[src/rtl/bp_seq_pkg.sv]
// Shared types for the branch-predictor access sequencer.
package bp_seq_pkg;

    localparam int BP_PC_W = 10;

    typedef enum logic [1:0] {
        IDLE,
        LOOKUP,
        UPDATE
    } state_t;

    typedef struct packed {
        logic [BP_PC_W-1:0] pc;
        logic               pred;
    } bp_entry_t;

endpackage

[src/rtl/bp_inflight_fifo.sv]
// In-order queue of in-flight branches: circular buffer with wrapping pointers and a count.
module bp_inflight_fifo
    import bp_seq_pkg::*;
#(
    parameter int  DEPTH   = 4,
    parameter type entry_t = bp_entry_t
) (
    input  logic                   i_clock,
    input  logic                   i_reset_n,
    input  logic                   i_push,
    input  entry_t                 i_push_data,
    input  logic                   i_pop,
    output entry_t                 o_head,
    output logic                   o_full,
    output logic                   o_empty,
    output logic [$clog2(DEPTH):0] o_count
);

    localparam int AW = $clog2(DEPTH);

    entry_t           r_mem [DEPTH];
    logic [AW-1:0]    r_wr_ptr;
    logic [AW-1:0]    r_rd_ptr;
    logic [AW:0]      r_count;
    logic             w_push;
    logic             w_pop;

    assign o_full  = (r_count == (AW+1)'(DEPTH));
    assign o_empty = (r_count == '0);
    assign o_count = r_count;
    assign o_head  = r_mem[r_rd_ptr];
    assign w_push  = i_push && !o_full;
    assign w_pop   = i_pop && !o_empty;

    // Storage is not reset; the count alone defines which slots are live.
    always_ff @(posedge i_clock) begin
        if (w_push) r_mem[r_wr_ptr] <= i_push_data;
    end

    always_ff @(posedge i_clock or negedge i_reset_n) begin
        if (!i_reset_n) begin
            r_wr_ptr <= '0;
            r_rd_ptr <= '0;
            r_count  <= '0;
        end else begin
            if (w_push) r_wr_ptr <= r_wr_ptr + 1'b1;
            if (w_pop)  r_rd_ptr <= r_rd_ptr + 1'b1;
            if (w_push && !w_pop)      r_count <= r_count + 1'b1;
            else if (w_pop && !w_push) r_count <= r_count - 1'b1;
        end
    end

endmodule

[src/rtl/bp_access_sequencer.sv]
// Shares the predictor's single PC/BranchTaken port between fetch lookups and resolutions.
// Optional statistics outputs are enabled with BP_SEQ_STATS_EN.
module bp_access_sequencer
    import bp_seq_pkg::*;
#(
    parameter int PC_W       = BP_PC_W,
    parameter int DEPTH      = 4,
    parameter int LOOKUP_CYC = 4,
    parameter int UPDATE_CYC = 4
) (
    input  logic                   clock,
    input  logic                   reset,
    input  logic                   lk_valid,
    input  logic [PC_W-1:0]        lk_pc,
    output logic                   lk_ready,
    output logic                   pred_valid,
    output logic                   pred_taken,
    input  logic                   rs_valid,
    input  logic                   rs_taken,
    output logic                   rs_ready,
    output logic                   mispredict,
    output logic [PC_W-1:0]        bp_pc,
    output logic                   bp_taken,
    input  logic                   bp_predicted,
    output logic [$clog2(DEPTH):0] q_count
`ifdef BP_SEQ_STATS_EN
    ,
    output logic [15:0]            stat_lookups,
    output logic [15:0]            stat_mispredicts,
    output logic                   stat_orphan
`endif
);

    localparam int MAX_CYC = (LOOKUP_CYC > UPDATE_CYC) ? LOOKUP_CYC : UPDATE_CYC;
    localparam int PH_W    = $clog2(MAX_CYC) + 1;
    localparam logic [PH_W-1:0] LK_LAST = PH_W'(LOOKUP_CYC - 1);
    localparam logic [PH_W-1:0] UP_LAST = PH_W'(UPDATE_CYC - 1);

    typedef struct packed {
        logic [PC_W-1:0] pc;
        logic            pred;
    } entry_t;

    state_t          r_state;
    logic [PH_W-1:0] r_phase;
    logic [PC_W-1:0] r_pc;
    logic            r_taken;
    logic            r_pred_valid;
    logic            r_pred_taken;

    entry_t          w_head;
    entry_t          w_push_data;
    logic            w_full;
    logic            w_empty;
    logic            w_rs_go;
    logic            w_lk_go;
    logic            w_lk_last;

    // Resolution has strict priority: it frees queue slots a blocked lookup may need.
    assign w_rs_go     = (r_state == IDLE) && rs_valid && !w_empty;
    assign w_lk_go     = (r_state == IDLE) && !w_rs_go && lk_valid && !w_full;
    assign w_lk_last   = (r_state == LOOKUP) && (r_phase == LK_LAST);
    assign w_push_data = '{pc: r_pc, pred: bp_predicted};

    assign rs_ready    = w_rs_go;
    assign lk_ready    = w_lk_go;
    assign mispredict  = w_rs_go && (rs_taken != w_head.pred);
    assign pred_valid  = r_pred_valid;
    assign pred_taken  = r_pred_taken;
    assign bp_pc       = (r_state == IDLE) ? '0 : r_pc;
    assign bp_taken    = (r_state == UPDATE) && r_taken;

    bp_inflight_fifo #(
        .DEPTH   (DEPTH),
        .entry_t (entry_t)
    ) u_fifo (
        .i_clock     (clock),
        .i_reset_n   (reset),
        .i_push      (w_lk_last),
        .i_push_data (w_push_data),
        .i_pop       (w_rs_go),
        .o_head      (w_head),
        .o_full      (w_full),
        .o_empty     (w_empty),
        .o_count     (q_count)
    );

    always_ff @(posedge clock or negedge reset) begin
        if (!reset) begin
            r_state      <= IDLE;
            r_phase      <= '0;
            r_pc         <= '0;
            r_taken      <= 1'b0;
            r_pred_valid <= 1'b0;
            r_pred_taken <= 1'b0;
        end else begin
            r_pred_valid <= 1'b0;
            r_pred_taken <= 1'b0;
            case (r_state)
                IDLE: begin
                    r_phase <= '0;
                    if (w_rs_go) begin
                        r_pc    <= w_head.pc;
                        r_taken <= rs_taken;
                        r_state <= UPDATE;
                    end else if (w_lk_go) begin
                        r_pc    <= lk_pc;
                        r_taken <= 1'b0;
                        r_state <= LOOKUP;
                    end
                end
                LOOKUP: begin
                    if (r_phase == LK_LAST) begin
                        r_pred_valid <= 1'b1;
                        r_pred_taken <= bp_predicted;
                        r_state      <= IDLE;
                    end else begin
                        r_phase <= r_phase + 1'b1;
                    end
                end
                UPDATE: begin
                    if (r_phase == UP_LAST) begin
                        r_taken <= 1'b0;
                        r_state <= IDLE;
                    end else begin
                        r_phase <= r_phase + 1'b1;
                    end
                end
                default: r_state <= IDLE;
            endcase
        end
    end

`ifdef BP_SEQ_STATS_EN
    always_ff @(posedge clock or negedge reset) begin
        if (!reset) begin
            stat_lookups     <= '0;
            stat_mispredicts <= '0;
            stat_orphan      <= 1'b0;
        end else begin
            if (w_lk_go && (stat_lookups != 16'hFFFF))
                stat_lookups <= stat_lookups + 1'b1;
            if (mispredict && (stat_mispredicts != 16'hFFFF))
                stat_mispredicts <= stat_mispredicts + 1'b1;
            if ((r_state == IDLE) && rs_valid && w_empty)
                stat_orphan <= 1'b1;
        end
    end
`endif

endmodule

[config.mk]
export PLATFORM = sky130hd
export DESIGN_NAME = bp_access_sequencer
export DESIGN_NICKNAME = d
export VERILOG_FILES = /design/src/rtl/bp_seq_pkg.sv /design/src/rtl/bp_inflight_fifo.sv /design/src/rtl/bp_access_sequencer.sv
export SDC_FILE = /design/constraint.sdc
export NUM_CORES = 1
export LEC_CHECK = 0
export CORE_ASPECT_RATIO = 2
export CORE_MARGIN = 3
export CORE_UTILIZATION = 42
export DETAILED_ROUTE_END_ITERATION = 16
export SYNTH_ARGS = -nofsm -noshare
export SYNTH_HDL_FRONTEND = slang
export SYNTH_SLANG_ARGS = --single-unit
[constraint.sdc]
create_clock -name clock -period 3.2 [get_ports clock]
set_clock_uncertainty 0.15 [all_clocks]
set_input_delay 0.96 -clock clock [delete_from_list [all_inputs] [get_ports clock]]
set_output_delay 0.96 -clock clock [all_outputs]
set_load 0.05 [all_outputs]
==> Word-level counts from Yosys, hierarchy flattened <==
Memory sizes are Yosys's and may differ from the RTL's.
Index checks and enable logic that the tools add are counted.
{ "totals": {"word_cells": 73, "mem_bits_rw": 44, "ff_bits": 25, "input_bits": 16, "output_inout_bits": 19, "mem_count": 1} }
{ "classes": {"n_eq_ne": 9, "reduce_logical": 28, "n_addsub": 5, "muxes": 21} }
{ "memory_table": {"columns": ["memory", "words", "width", "read_ports", "rd_clocked_by_memory_dff", "wr", "line_no", "source"], "rows": [
  ["u_fifo.r_mem", 4, 11, 1, 0, 1, "bp_inflight_fifo.sv:21", "entry_t r_mem [DEPTH];"]
]} }
{ "op_table": {"columns": ["operator", "count"], "rows": [
  ["two-way mux 10 bit", 3],
  ["logical AND 1 bit", 12],
  ["two-way mux 1 bit", 9],
  ["two-way mux 3 bit", 3],
  ["nonzero test 2 bit", 4],
  ["adder 3 x 1 -> 3 bit, second input constant", 2],
  ["two-way mux 2 bit", 3],
  ["one-hot mux 3 bit (2 select lines)", 1],
  ["AND reduction 2 bit", 3],
  ["logical NOT 1 bit", 5],
  ["adder 2 x 1 -> 2 bit, second input constant", 2],
  ["!= test 2 bit, second input constant", 2],
  ["one-hot mux 2 bit (2 select lines)", 1],
  ["== test 3 x 2 -> 1 bit, second input constant", 1],
  ["== test 3 bit, second input constant", 1],
  ["logical NOT 3 bit", 1],
  ["!= test 3 x 2 -> 1 bit, second input constant", 1],
  ["AND reduction 3 bit", 1],
  ["subtractor 3 x 1 -> 3 bit, second input constant", 1],
  ["== test 2 x 1 -> 1 bit, second input constant", 1],
  ["== test 2 bit, second input constant", 1],
  ["logical NOT 2 bit", 1],
  ["!= test 2 x 1 -> 1 bit, second input constant", 1],
  ["one-hot mux 1 bit (2 select lines)", 1],
  ["other kinds (2)", 2]
]} }

==> Logic depth before layout (Yosys ltp) <==
{ "logic_depth": {"ltp_word": 10, "mapped_depth": 10, "ltp_nobuf": 10} }

==> Hierarchy <==
From an unflattened synthesis, not the netlist that was laid out.
{ "unflattened": {"cells_unflattened": 209, "hier_area_um2": 3126.7} }
{ "modules_own_cells": {"columns": ["module", "seq_area_each_um2", "instances", "area_per_inst_um2", "cells_per_inst"], "rows": [
  ["bp_inflight_fifo", 1496.4, 1, 2040.7, 93],
  ["bp_access_sequencer", 450.4, 1, 1086.0, 116]
]} }

==> Worst setup path before layout <==
OpenSTA, ideal clock, no wires.
{ "synth_path": {"path_type": "input-to-output", "start": "input port rs_valid", "end": "output port mispredict", "n_path_buf": 1, "t_required_ns": 2.090, "arrival_ns": 1.947, "stages": 3, "slack_ns": 0.143, "cell_sequence": "o311ai_4 buf_2 nor2_1"} }
{ "synth_via": {"elab_chain_cells": 3} }
{ "synth_lines": {"columns": ["item", "line_no", "source"], "rows": [
  ["from (decl)", "bp_access_sequencer.sv:18", "input logic rs_valid,"],
  ["logical AND 1 bit (2 in series)", "bp_access_sequencer.sv:60", "assign w_rs_go = (r_state == IDLE) && rs_valid && !w_empty;"],
  ["logical AND 1 bit", "bp_access_sequencer.sv:67", "assign mispredict = w_rs_go && (rs_taken != w_head.pred);"],
  ["to (decl)", "bp_access_sequencer.sv:21", "output logic mispredict,"]
]} }
Every way passes these cells.

==> Final worst setup path <==
{ "layout_path": {"start": "input port rs_valid", "end": "output port lk_ready"} }
{ "layout_via": {"elab_chain_cells": 6} }
{ "layout_lines": {"columns": ["item", "line_no", "source"], "rows": [
  ["logical AND 1 bit (2 in series)", "bp_access_sequencer.sv:60", null],
  ["logical NOT 1 bit", "bp_access_sequencer.sv:61", "assign w_lk_go = (r_state == IDLE) && !w_rs_go && lk_valid && !w_full;"],
  ["logical AND 1 bit (3 in series)", "bp_access_sequencer.sv:61", null],
  ["to (decl)", "bp_access_sequencer.sv:15", "output logic lk_ready,"]
]} }
Every way passes these cells.

==> impl_metrics.ini <==
[outcome]
status = completed

[clock_tree]
cts_sinks = 69
path_clk_slew_ns = 0.05
clk_latency_ns = 0.32
cts_resized = 0
cts_buffers = 9
htree_num_levels = 3
tritoncts = done
cts_setup_buffers = 0
cts.path.max_buffers = 2
cts_hold_buffers = 0
clockRootBuffer = clkbuf_16

[placed_design]
place.gp.congestion = 0.7418
port_buffers = 34
hpwl_mm = 4.177
dp_slack_ns = 0.02739

[pwr]
p_sw_w = 0.001452
seqPwrFrac = 0.353
irDropWorstVdd_v = 0.0007291
power.density_nw_per_um2 = 1024
swShare = 0.3723
combPwrFrac = 0.424
p_leak_nw = 1.524
clock_power_share = 0.223
internal_power_w = 0.002447

[critical_path]
startpoint = rs_valid
r2r_cells = 8
crit_required_ns = 2.09
crit_path_end_kind = output pin
crit_arrival_ns = 2.04
cp_max_fo = 4
worstReg2RegEnd = u_fifo.o_count[1]
rrSetupSlack_ns = 0.53
cp-endpoint = lk_ready
worstSetupStartpointType = primary input
crit_type = primary input to output pin
r2r-start = r_state[1]

[synthesis]
synthCells = 202
ys_types = 30
yosys_warnings = 0
synth-seq-cells = 69
seq_area_frac_synth = 0.6325
syn_nets = 229
avgSynthCellArea_um2 = 15.24
synth_area_um2 = 3078

[sta]
fmax_mhz = 317.5
min_period_ns = 3.150
rsz0062_at_grt = false
tns_ns = 0
slew_violations = 0
relSlewSlack = 0.5605
setup_ws_ns = 0.05009
worstMarginPinSlew_ns = 0.6592
fin_crit_sh = 0.9843
hold_violations = 0
finalSetupViolCount = 0

[route]
wl_per_cell_um = 18.19
drtPass1Iterations = 6
viasPerCell = 5.157
ant_nets = 0
drt-total-wl_mm = 6.275
drcViolationCount = 0
initialDrtViolationCount = 126
route.vias.total = 1779

[global_routing]
grt_pass1_vias = 1962
use_met2 = 0.2923
grt.busiest_layer = met2
grt_util_met1 = 0.1817
antenna_found_initial = 0
grt_use_total = 0.1661
grt_pass1_wl_mm = 9.984
grt_util_met3 = 0.04310
grt_max_degree = 26
grt-ovfl-total = 0

[final_layout]
layout-drive-gt1-share = 0.2353
areaGrowthSynthToFinish_pct = 23.70
nets = 277
fill_cells = 608
final_cell_mix = 44 x edfxtp_1, 37 x nand2_1, 25 x dfrtp_1
diodes = 0
final_util = 0.5402
final_common_cell = edfxtp_1

[floorplan]
core_um2 = 7048
ioPinCount = 35
die_y_um = 127.1
start_util = 0.4367
dieArea_um2 = 8454
die_w_um = 66.53
num_rows = 43

[min_path]
hp-class = flop to flop
worstHoldStart = r_phase[0]

[job]
max-cap-violations = 0
## stage by stage
step / total power [W] / area, µm² / instances / hold slack (ns)
floorplan: 0.002565 / 3078 / 202 / 0.3178
global placement: 0.003040 / 3543 / 329 / 0.3568
detailed placement: 0.003056 / 3543 / 329 / 0.3503
CTS: 0.003941 / 3807 / 345 / 0.3595
global route: 0.004095 / 3807 / 345 / 0.3673
finish: 0.003899 / 3807 / 345 / 0.3521
## registers in the layout (all words and copies together), names as in the netlist
register         flops
r_taken              1
r_state              2
pred_taken           1
r_phase              3
u_fifo.r_mem        44
u_fifo.r_wr_ptr      2
pred_valid           1
u_fifo.r_rd_ptr      2
r_pc                10
u_fifo.o_count       3
## power by group through the flow
stage | logic (W) | clock network (W) | registers (W)
4_1_cts | 0.00168 | 0.000885 | 0.00137
3_5_place_dp | 0.00167 | 0 | 0.00139
3_3_place_gp | 0.00166 | 0 | 0.00138
2_1_floorplan | 0.00115 | 0 | 0.00142
5_1_grt | 0.00177 | 0.000920 | 0.00140
6_report | 0.00165 | 0.000870 | 0.00138
## worst max-delay path, cell delays in order
cell	delay [ns]
clkdlybuf4s50_1	0.53
o311ai_4	0.15
and3_1	0.22
buf_4	0.18
## logic make-up after synthesis
logic type	synth area share
AO/OA/AOI/OAI	0.04512
AND/OR/NAND/NOR	0.09228
adder cells (fa/ha/maj)	0.04715
multiplexers	0.1378
XOR/XNOR	0.01992
flip-flops	0.6325
buffers and inverters	0.02520
## worst min-delay path by stage
stage / end / slack, ns / depth (start not counted)
after floorplan: r_phase[0] / 0.32 / 1
after global placement: r_phase[2] / 0.36 / 1
after detailed placement: r_phase[0] / 0.35 / 1
after CTS: r_phase[0] / 0.36 / 1
after global routing: r_phase[0] / 0.37 / 1
final: r_phase[0] / 0.35 / 1
## area by class of cell
type / instances / area [µm²] / share of cell area
flip-flops and latches: 69 / 1947 / 0.5113
multi-input cells: 119 / 1054 / 0.2767
repair buffers: 43 / 400.4 / 0.1052
clock buffers: 14 / 254.0 / 0.06671
well taps: 90 / 112.6 / 0.02958
inverters: 8 / 30.03 / 0.007887
clock inverters: 2 / 10.01 / 0.002629
## cells in the mapped netlist
master    instances  share of area
inv_2             1         0.0012
clkbuf_1          1         0.0012
a21oi_1           2         0.0033
mux2_2            2         0.0073
mux4_2           10          0.073
o211ai_1          2         0.0049
a21boi_2          2         0.0073
xnor2_1           5          0.014
nor2_1            5         0.0061
edfxtp_1         44           0.43
buf_2             2         0.0033
o311ai_1          1         0.0028
nand3b_1          1         0.0024
xor2_1            2         0.0057
buf_6             3          0.011
o211a_1           1         0.0033
nand2b_1          1         0.0020
o311ai_4          1         0.0085
dfrtp_1          25           0.20
and2_1            6          0.012
and3_1            2         0.0041
mux2_4           10          0.049
inv_1             7         0.0085
nor2b_1          10          0.020
mux4_1            1         0.0085
ha_1             10          0.041
nand2_1          37          0.045
fa_1              1         0.0065
o21ai_0           4         0.0065
a22o_1            3         0.0085
## metal layers
layer	part of all wire	up-vias	wire (µm)
met4	0.023	0	142
met1	0.40	912	2500
li1	-	820	-
met2	0.54	37	3418
met5	0	-	0
met3	0.034	10	214
(Power assumes the default switching activity.)
